## config.mk

```make
export PLATFORM = sky130hd
export DESIGN_NAME = pwm_multichannel
export DESIGN_NICKNAME = d
export VERILOG_FILES = /design/src/rtl/pwm_pkg.sv /design/src/rtl/pwm_channel.sv /design/src/rtl/pwm_multichannel.sv
export SDC_FILE = /design/constraint.sdc
export NUM_CORES = 1
export LEC_CHECK = 0
export CORE_MARGIN = 4
export CORE_UTILIZATION = 61
export CTS_CLUSTER_DIAMETER = 60
export CTS_CLUSTER_SIZE = 30
export DETAILED_ROUTE_END_ITERATION = 7
export GPL_ROUTABILITY_DRIVEN = 0
export PLACE_DENSITY = 0.8
export SLEW_MARGIN = 10
export SYNTH_ARGS = -nofsm -noshare
export SYNTH_HDL_FRONTEND = slang
export SYNTH_SLANG_ARGS = --single-unit
```

## constraint.sdc

```tcl
create_clock -name clk -period 3.35 [get_ports clk]
set_clock_uncertainty 0.15 [all_clocks]
set_input_delay 0.67 -clock clk [delete_from_list [all_inputs] [get_ports clk]]
set_output_delay 0.67 -clock clk [all_outputs]
set_load 0.02 [all_outputs]
```

## src/rtl/pwm_pkg.sv

```systemverilog
// pwm_pkg: address offsets, ctrl bit indices and counting mode shared by pwm_multichannel
package pwm_pkg;
    typedef enum logic {EDGE = 1'b0, CENTER = 1'b1} mode_t;
    localparam int OFS_PERIOD  = 0;
    localparam int OFS_PRESC   = 1;
    localparam int OFS_CTRL    = 2;
    localparam int CTRL_RUN    = 0;
    localparam int CTRL_CENTER = 1;
endpackage

```

## src/rtl/pwm_channel.sv

```systemverilog
// pwm_channel: shadow/active duty, compare against the shared counter and output gating
module pwm_channel
    import pwm_pkg::*;
#(
    parameter int CNT_W = 8
) (
    input  logic             clk,
    input  logic             rst,
    input  logic             wr,
    input  logic [CNT_W-1:0] wr_data,
    input  logic             load,
    input  logic             run,
    input  logic [CNT_W-1:0] cnt,
    input  logic             en_out,
    input  logic             en_pwm,
    output logic             out
);
    logic [CNT_W-1:0] duty_sh;
    logic [CNT_W-1:0] duty_act;
    logic             pwm;
    assign pwm = run && ((cnt < duty_act) || (&duty_act));
    // shadow capture, boundary copy with same-cycle write bypass, registered gated output
    always_ff @(posedge clk) begin
        if (rst) begin
            duty_sh  <= '0;
            duty_act <= '0;
            out      <= 1'b0;
        end else begin
            if (wr) duty_sh <= wr_data;
            if (load) duty_act <= wr ? wr_data : duty_sh;
            out <= en_out && (en_pwm ? pwm : 1'b1);
        end
    end
endmodule

```

## src/rtl/pwm_multichannel.sv

```systemverilog
// pwm_multichannel: shared prescaler/counter and config decode driving NUM_CH PWM channels; PWM_CENTER_ALIGN_EN adds center-aligned counting
module pwm_multichannel
    import pwm_pkg::*;
#(
    parameter int NUM_CH = 16,
    parameter int CNT_W  = 8,
    parameter int ADDR_W = $clog2(NUM_CH + 3)
) (
    input  logic              clk,
    input  logic              rst,
    input  logic              wr_en,
    input  logic [ADDR_W-1:0] wr_addr,
    input  logic [CNT_W-1:0]  wr_data,
    input  logic [NUM_CH-1:0] en_out,
    input  logic [NUM_CH-1:0] en_pwm,
    output logic [NUM_CH-1:0] out,
    output logic              period_end
);
    logic [31:0]       addr;
    logic [CNT_W-1:0]  presc;
    logic [CNT_W-1:0]  presc_cnt;
    logic [CNT_W-1:0]  cnt;
    logic [CNT_W-1:0]  cnt_nx;
    logic [CNT_W-1:0]  period_sh;
    logic [CNT_W-1:0]  period_act;
    logic              run;
    logic              tick;
    logic              load;
    logic              restart;
    logic              hit_period;
    logic              hit_presc;
    logic              hit_ctrl;
    logic [NUM_CH-1:0] hit_duty;
`ifdef PWM_CENTER_ALIGN_EN
    mode_t             mode;
    logic              down;
    logic              down_nx;
`endif
    assign addr       = 32'(wr_addr);
    assign hit_period = wr_en && addr == NUM_CH + OFS_PERIOD;
    assign hit_presc  = wr_en && addr == NUM_CH + OFS_PRESC;
    assign hit_ctrl   = wr_en && addr == NUM_CH + OFS_CTRL;
    assign restart    = hit_ctrl && wr_data[CTRL_RUN] && !run;
    assign tick       = run && presc_cnt == presc;
    assign period_end = !rst && tick && cnt_nx == '0;
    assign load       = period_end || !run;
    // next counter value on a tick; the period ends whenever this lands on zero
    always_comb begin
        cnt_nx = (cnt >= period_act) ? '0 : cnt + CNT_W'(1);
`ifdef PWM_CENTER_ALIGN_EN
        down_nx = 1'b0;
        if (mode == CENTER) begin
            cnt_nx  = down ? cnt - CNT_W'(1) :
                      (cnt < period_act) ? cnt + CNT_W'(1) :
                      (period_act == '0) ? '0 : period_act - CNT_W'(1);
            down_nx = (cnt_nx != '0) && (down || cnt >= period_act);
        end
`endif
    end
    // config registers, prescaler and counter; a run 0->1 write restarts from zero
    always_ff @(posedge clk) begin
        if (rst) begin
            presc      <= '0;
            presc_cnt  <= '0;
            cnt        <= '0;
            run        <= 1'b0;
            period_sh  <= '1;
            period_act <= '1;
`ifdef PWM_CENTER_ALIGN_EN
            mode       <= EDGE;
            down       <= 1'b0;
`endif
        end else begin
            if (hit_period) period_sh <= wr_data;
            if (load) period_act <= hit_period ? wr_data : period_sh;
            if (hit_presc) presc <= wr_data;
            if (hit_ctrl) run <= wr_data[CTRL_RUN];
            presc_cnt <= (hit_presc || restart || tick || !run) ? '0 : presc_cnt + CNT_W'(1);
            cnt       <= restart ? '0 : tick ? cnt_nx : cnt;
`ifdef PWM_CENTER_ALIGN_EN
            if (hit_ctrl) mode <= wr_data[CTRL_CENTER] ? CENTER : EDGE;
            down <= restart ? 1'b0 : tick ? down_nx : down;
`endif
        end
    end
    for (genvar i = 0; i < NUM_CH; i++) begin : g_ch
        assign hit_duty[i] = wr_en && addr == i;
        pwm_channel #(.CNT_W(CNT_W)) u_ch (
            .clk     (clk),
            .rst     (rst),
            .wr      (hit_duty[i]),
            .wr_data (wr_data),
            .load    (load),
            .run     (run),
            .cnt     (cnt),
            .en_out  (en_out[i]),
            .en_pwm  (en_pwm[i]),
            .out     (out[i])
        );
    end
endmodule

```

==> flow_summary.yaml, run 1 <==
die:
  coreArea_sq_um: 24500
  pin_count: 65
  die_h_microns: 167
  fp.dieArea_sq_um: 27700
  die_w_microns: 167
  rows: 57
  initial_utilization_pct: 62.5
logic_synthesis:
  synth_async_sr_flop_share_pct: 0
  yosysSeqAreaShare_pct: 40.9
  avgSynthCellArea_sq_um: 9.06
  synth_warnings: 0
  synth-edff-count: 0
  ys_types: 50
  synthFlopType: "dfxtp_1"
  syn_area_sq_um: 15300
  ys_seq_elements: 313
  syn_inst: 1692
  synth_fp_nets: 1862
final_layout:
  syn_to_final_growth_pct: 11.5
  final_nets: 1892
  drive_gt1_share_pct: 14.4
  num_antenna_cells: 0
  nFillCells: 1868
power:
  p_per_area_nw_per_um2: 419
  power_w: 0.00716
  ir_drop_uv: 335
  leakage_nw: 6.62
grt:
  grtUsageTotal_pct: 25.8
  grt_start_max_net_pins: 177
  grt_overflow: 0
  antenna_found_initial: 0
  grt_pass1_wl_mm: 59.8
  grt_pass1_vias: 11768
worst_setup_path:
  cp_max_fo: 5
  cp-start-kind: "flip-flop"
  critPathKind: "reg2out"
  required_ps: 2530
  cp.arrival_ps: 2430
  cp-end-kind: "output pin"
clock_network:
  clk_latency_ps: 550
  clock_path_buffers: 3
  clk_pin_slew_ps: 90
  cts_hold_buf: 0
  numCtsBuffers: 24
  htree_num_levels: 1
  cts.sinks: 313
  cts_setup_buffers: 0
  cts_tree: "done"
  root_buffer: "clkbuf_16"
placement:
  hpwl_mm: 23.7
  portBuffers: 64
route:
  routed_wl_mm: 36.9
  viasPerCell: 5.73
  drtIter0Drc: 846
  wl_per_cell_microns: 17.9
  via_count: 11820
  post-route-drc-count: 0
  dr.pass1.iters: 5
  antenna_left: 0
run_status:
  run_status: "finished clean"
sta:
  setup_viol_count_final: 0
  worst_pin_slew_ps: 1040
  finalSetupTns_ps: 0
  rsz0062_at_grt: "no"
  final-max-slew-violation-count: 0
  max_clock_freq_mhz: 308
  finalHoldViolCount: 0
  max-slew-margin-rel_pct: 30.5
  fin_crit_sh_pct: 97.1
  fin_crit_ps: 3250
job:
  maxCapViolCount: 0
min_path:
  hold_path.class: "in2reg"
cell type report:
type / instances / area, sq um / area share (%)
multi-input cells: 1122 / 7940 / 46.5
flip-flops and latches: 313 / 6270 / 36.7
repair buffers: 114 / 1090 / 6.38
clock buffers: 27 / 633 / 3.71
inverters: 147 / 552 / 3.23
well taps: 324 / 405 / 2.37
clock inverters: 16 / 203 / 1.19
registers in the layout (all words and copies together), names as in the netlist:
name / flops
run: 1
presc_cnt: 8
g_ch.u_ch.duty_act: 128
g_ch.u_ch.out: 16
period_sh: 8
cnt: 8
presc: 8
period_act: 8
g_ch.u_ch.duty_sh: 128
cells by family after synthesis:
family	count (synthesis)	synth area share (%)
AOI/OAI and AO/OA	269	10.4
xor gates and xnor gates	17	0.971
adders and majority gates	122	9.96
buffers and inverters	257	7.50
DFF	313	40.9
muxes	185	14.2
and+or+nand+nor	529	16.1
critical path, cell delays in order (launching register included):
cell and delay, ps:
dfxtp_1 400, ha_2 250, and3_4 220, and3_1 210, a31o_1 160, a31oi_1 140
nor4_2 310, buf_2 210
timing repair:
item	4_1_cts	5_1_grt
pin swaps	1	0
setup endpoints to repair	1	1
gates resized for setup	6	1
cloned	0	0
final timing paths:
path / cells after the start / endpoint / start / slack (ps)
worst max-delay path: 7 / period_end / cnt[0]$_SDFFE_PP0P_ / 100
worst min register to register: 2 / g_ch[8].u_ch.duty_sh[3]$_SDFF_PP0_ / g_ch[8].u_ch.duty_sh[3]$_SDFF_PP0_ / 310
worst max register to register: 9 / g_ch[6].u_ch.duty_act[2]$_SDFFE_PP0P_ / cnt[0]$_SDFFE_PP0P_ / 350
worst min-delay path: 2 / presc[2]$_SDFFE_PP0P_ / rst / 300
layout by cell type, fill, tap and decap left out, drive strengths merged, types with 2 or more instances in the layout:
cell type and n:
o21ai 73, a31oi 3, nor4 4, and3 5, mux2i 49, or2 9, a211oi 16, a21oi 112
ha 122, nor2b 22, a221oi 17, a21o 33, nor3 20, clkbuf 28, a211o 9, buf 51
mux2 136, nand3 82, inv 154, clkdlybuf4s50 62, nand4 33, dfxtp 313, clkinv 9, xor2 15
nand2b 35, nand3b 5, or3 2, nand2 88, nor2 219, xnor2 2, a31o 2
synthesized netlist by cell type, types with 2 or more instances:
cell	instances	area share, %
a211o_1	9	0.51
a211oi_1	16	0.78
a21o_1	33	1.6
a21oi_1	112	3.7
a221oi_1	17	0.97
a31oi_1	3	0.12
and3_1	4	0.16
buf_12	5	0.65
buf_2	2	0.065
buf_4	25	1.2
clkbuf_1	76	1.9
dfxtp_1	313	41
ha_1	122	10
inv_1	146	3.6
mux2_2	96	7.1
mux2_4	40	3.9
mux2i_1	49	3.2
nand2_1	88	2.2
nand2b_1	35	1.4
nand3_1	82	2.7
nand3b_1	5	0.24
nand4_1	33	1.3
nor2_1	219	5.4
nor2b_1	22	0.90
nor3_1	18	0.59
nor3_2	2	0.13
nor4_1	3	0.12
o21ai_0	64	2.1
o21ai_1	8	0.26
or2_2	9	0.37
or3_1	2	0.082
xnor2_1	2	0.11
xor2_1	15	0.86
stage by stage:
| step | setup WS [ps] | utilization, % | area [sq um] | hold slack [ps] | instances |
|---|---|---|---|---|---|
| 2_1_floorplan | 168 | - | 15300 | 278 | 1692 |
| 3_3_place_gp | 253 | 66.2 | 16200 | 285 | 2020 |
| 3_5_place_dp | 235 | 66.2 | 16200 | 294 | 2020 |
| 4_1_cts | 65.5 | 69.6 | 17100 | 267 | 2063 |
| 5_1_grt | 14.2 | 69.6 | 17100 | 284 | 2063 |
| 6_report | 98.4 | 69.6 | 17100 | 296 | 2063 |
report_power, final:
group	leakage [nW]	internal, W	total, W	switching, W
clock network	0.405	0.00147	0.00303	0.00156
logic	3.69	0.000147	0.000376	0.000229
registers	2.53	0.00375	0.00376	0.0000125
total	6.62	0.00537	0.00716	0.00180
per-layer routing:
metal  global-route usage [%]  routed length [microns]
met2                     45.4                    17800
met5                        0                        0
met4                     10.2                     1620
met3                     3.11                     2190
met1                     32.4                    15300
(Power assumes the default switching activity.)
==> run 2, diff against run 1 <==
--- a/config.mk
+++ b/config.mk
@@ -5,13 +5,13 @@
 export SDC_FILE = /design/constraint.sdc
 export NUM_CORES = 1
 export LEC_CHECK = 0
-export CORE_MARGIN = 4
+export CORE_MARGIN = 3
 export CORE_UTILIZATION = 61
 export CTS_CLUSTER_DIAMETER = 60
 export CTS_CLUSTER_SIZE = 30
 export DETAILED_ROUTE_END_ITERATION = 7
 export GPL_ROUTABILITY_DRIVEN = 0
-export PLACE_DENSITY = 0.8
+export PLACE_DENSITY_LB_ADDON = 0.2
 export SLEW_MARGIN = 10
 export SYNTH_ARGS = -nofsm -noshare
 export SYNTH_HDL_FRONTEND = slang
==> flow_summary.yaml, run 2 (synthesized netlist as in run 1, its figures left out) <==
power:
  pwr-share-comb_pct: 5.3
  switching_share_pct: 24.1
  leakage_nw: 6.67
  p_per_area_nw_per_um2: 422
  pwr-share-seq_pct: 51.8
  ir_drop_uv: 395
  pwr-share-clk_pct: 42.9
  switchingPower_w: 0.00175
  power.internal_w: 0.00551
sta:
  fin_crit_sh_pct: 95.0
  fin_crit_ps: 3180
  setup_viol_count_final: 0
  setup_ws_ps: 168
  rsz0062_at_grt: "no"
  finalHoldViolCount: 0
  final-max-slew-violation-count: 0
  finalSetupTns_ps: 0
  max_clock_freq_mhz: 314
  worst_pin_slew_ps: 1100
  fin_hold_ws_ps: 219
  max-slew-margin-rel_pct: 26.4
grt:
  grtUsageTotal_pct: 27.4
  antenna_found_initial: 0
  grt_overflow: 0
  grt_pass1_vias: 11552
  grt_pass1_wl_mm: 59.9
  grt_start_max_net_pins: 186
final_layout:
  drive_gt1_share_pct: 14.7
  reg_top3: "g_ch.u_ch.duty_act (128), g_ch.u_ch.duty_sh (128), g_ch.u_ch.out (16)"
  final_common_cell: "dfxtp_1"
  final_nets: 1894
  syn_to_final_growth_pct: 12.2
  nFillCells: 1934
  num_antenna_cells: 0
  mostFrequentLayoutCells: "313 x dfxtp_1, 218 x nor2_1, 146 x inv_1"
  final_cells: 2068
placement:
  dp_slack_ps: 221
  numPlacedInstances: 2020
  hpwl_mm: 24.6
  portBuffers: 64
worst_setup_path:
  r2r_start: "cnt[0]$_SDFFE_PP0P_"
  cp_max_fo: 5
  crit_cells: 7
  ff2ff_setup_slack_ps: 510
  worst_r2r_endpoint: "g_ch[8].u_ch.duty_act[7]$_SDFFE_PP0P_"
  cp.buffers_inverters: 1
  slowest_stage: "dfxtp_1"
  reg2reg_depth: 9
  critPathKind: "reg2out"
  cp-start-kind: "flip-flop"
  crit_chain: "ha_1 > and3_4 > a311oi_1 > a31o_1 > a31oi_4 > nor4_2 > buf_2"
  cp.arrival_ps: 2360
  slowest_delay_ps: 340
  required_ps: 2530
  crit_family: "compound AO/OA/AOI/OAI gates"
  cp-end-kind: "output pin"
clock_network:
  clock_path_buffers: 3
  numCtsBuffers: 26
  clk_latency_ps: 540
  root_buffer: "clkbuf_16"
  clk_pin_slew_ps: 70
  cts_tree: "done"
  cts_hold_buf: 0
  cts.sinks: 313
  htree_num_levels: 1
  cts_setup_buffers: 0
die:
  die_h_microns: 165
  pin_count: 65
  coreArea_sq_um: 24500
  fp.dieArea_sq_um: 27100
  die_w_microns: 165
  initial_utilization_pct: 62.5
  rows: 57
run_status:
  run_status: "finished clean"
min_path:
  min_to: "run$_SDFFE_PP0N_"
  hold_path.class: "in2reg"
  whs_path_depth: 2
  worstHoldStart: "rst"
route:
  via_count: 11827
  dr.pass1.iters: 8
  viasPerCell: 5.72
  drtIter0Drc: 899
  routed_wl_mm: 37.5
  post-route-drc-count: 0
  wl_per_cell_microns: 18.2
  antenna_left: 0
job:
  maxCapViolCount: 0
-- run 2: cell types whose count changed in the layout (fill, tap and decap cells not counted), moves of 3 or more --
cell | previous run | this run
clkinv_8 | 5 | 1
clkbuf_8 | 1 | 5
buf_4 | 44 | 39
clkinvlp_4 | 0 | 3
buf_12 | 6 | 11
clkinv_2 | 0 | 3
-- run 2: worst max path at each step --
stage | from | endpoint | slack [ps]
finish | cnt[0]$_SDFFE_PP0P_ | period_end | 170
global route | cnt[0]$_SDFFE_PP0P_ | period_end | 50
CTS | cnt[0]$_SDFFE_PP0P_ | period_end | 10
detailed placement | cnt[0]$_SDFFE_PP0P_ | period_end | 220
global placement | cnt[0]$_SDFFE_PP0P_ | period_end | 260
floorplan | cnt[1]$_SDFFE_PP0P_ | period_end | 170
-- run 2: area by class of cell --
class,instances,area (sq um),share of cell area (%)
clock buffer,33,738,4.29
clock inverter,15,131,0.764
inverter,147,552,3.21
multi-input combinational,1122,7950,46.2
sequential,313,6270,36.4
tap,324,405,2.36
timing repair buffer,114,1150,6.70
-- run 2: power by group through the flow --
stage | registers [W] | clock network, W | logic, W
6_report | 0.00376 | 0.00311 | 0.000386
5_1_grt | 0.00376 | 0.00331 | 0.000411
4_1_cts | 0.00376 | 0.00317 | 0.000382
3_5_place_dp | 0.00385 | 0 | 0.000380
3_3_place_gp | 0.00385 | 0 | 0.000375
2_1_floorplan | 0.00384 | 0 | 0.000220
-- run 2: what timing repair did --
action	in CTS	in global routing
pin swaps	0	0
setup endpoints to repair	1	1
gates resized for setup	5	4
-- run 2: layer usage --
layer / GRT usage (%) / part of all wire, %
met5: 0 / 0
met4: 8.23 / 3.2
met3: 2.88 / 4.4
met2: 48.1 / 48
met1: 35.5 / 44
-- run 2: metrics by stage --
step / util, % / power, W / cell area (sq um)
3_5_place_dp: 66.5 / 0.00423 / 16300
3_3_place_gp: 66.5 / 0.00422 / 16300
4_1_cts: 70.0 / 0.00731 / 17200
6_report: 70.1 / 0.00726 / 17200
5_1_grt: 70.1 / 0.00748 / 17200
2_1_floorplan: - / 0.00406 / 15300
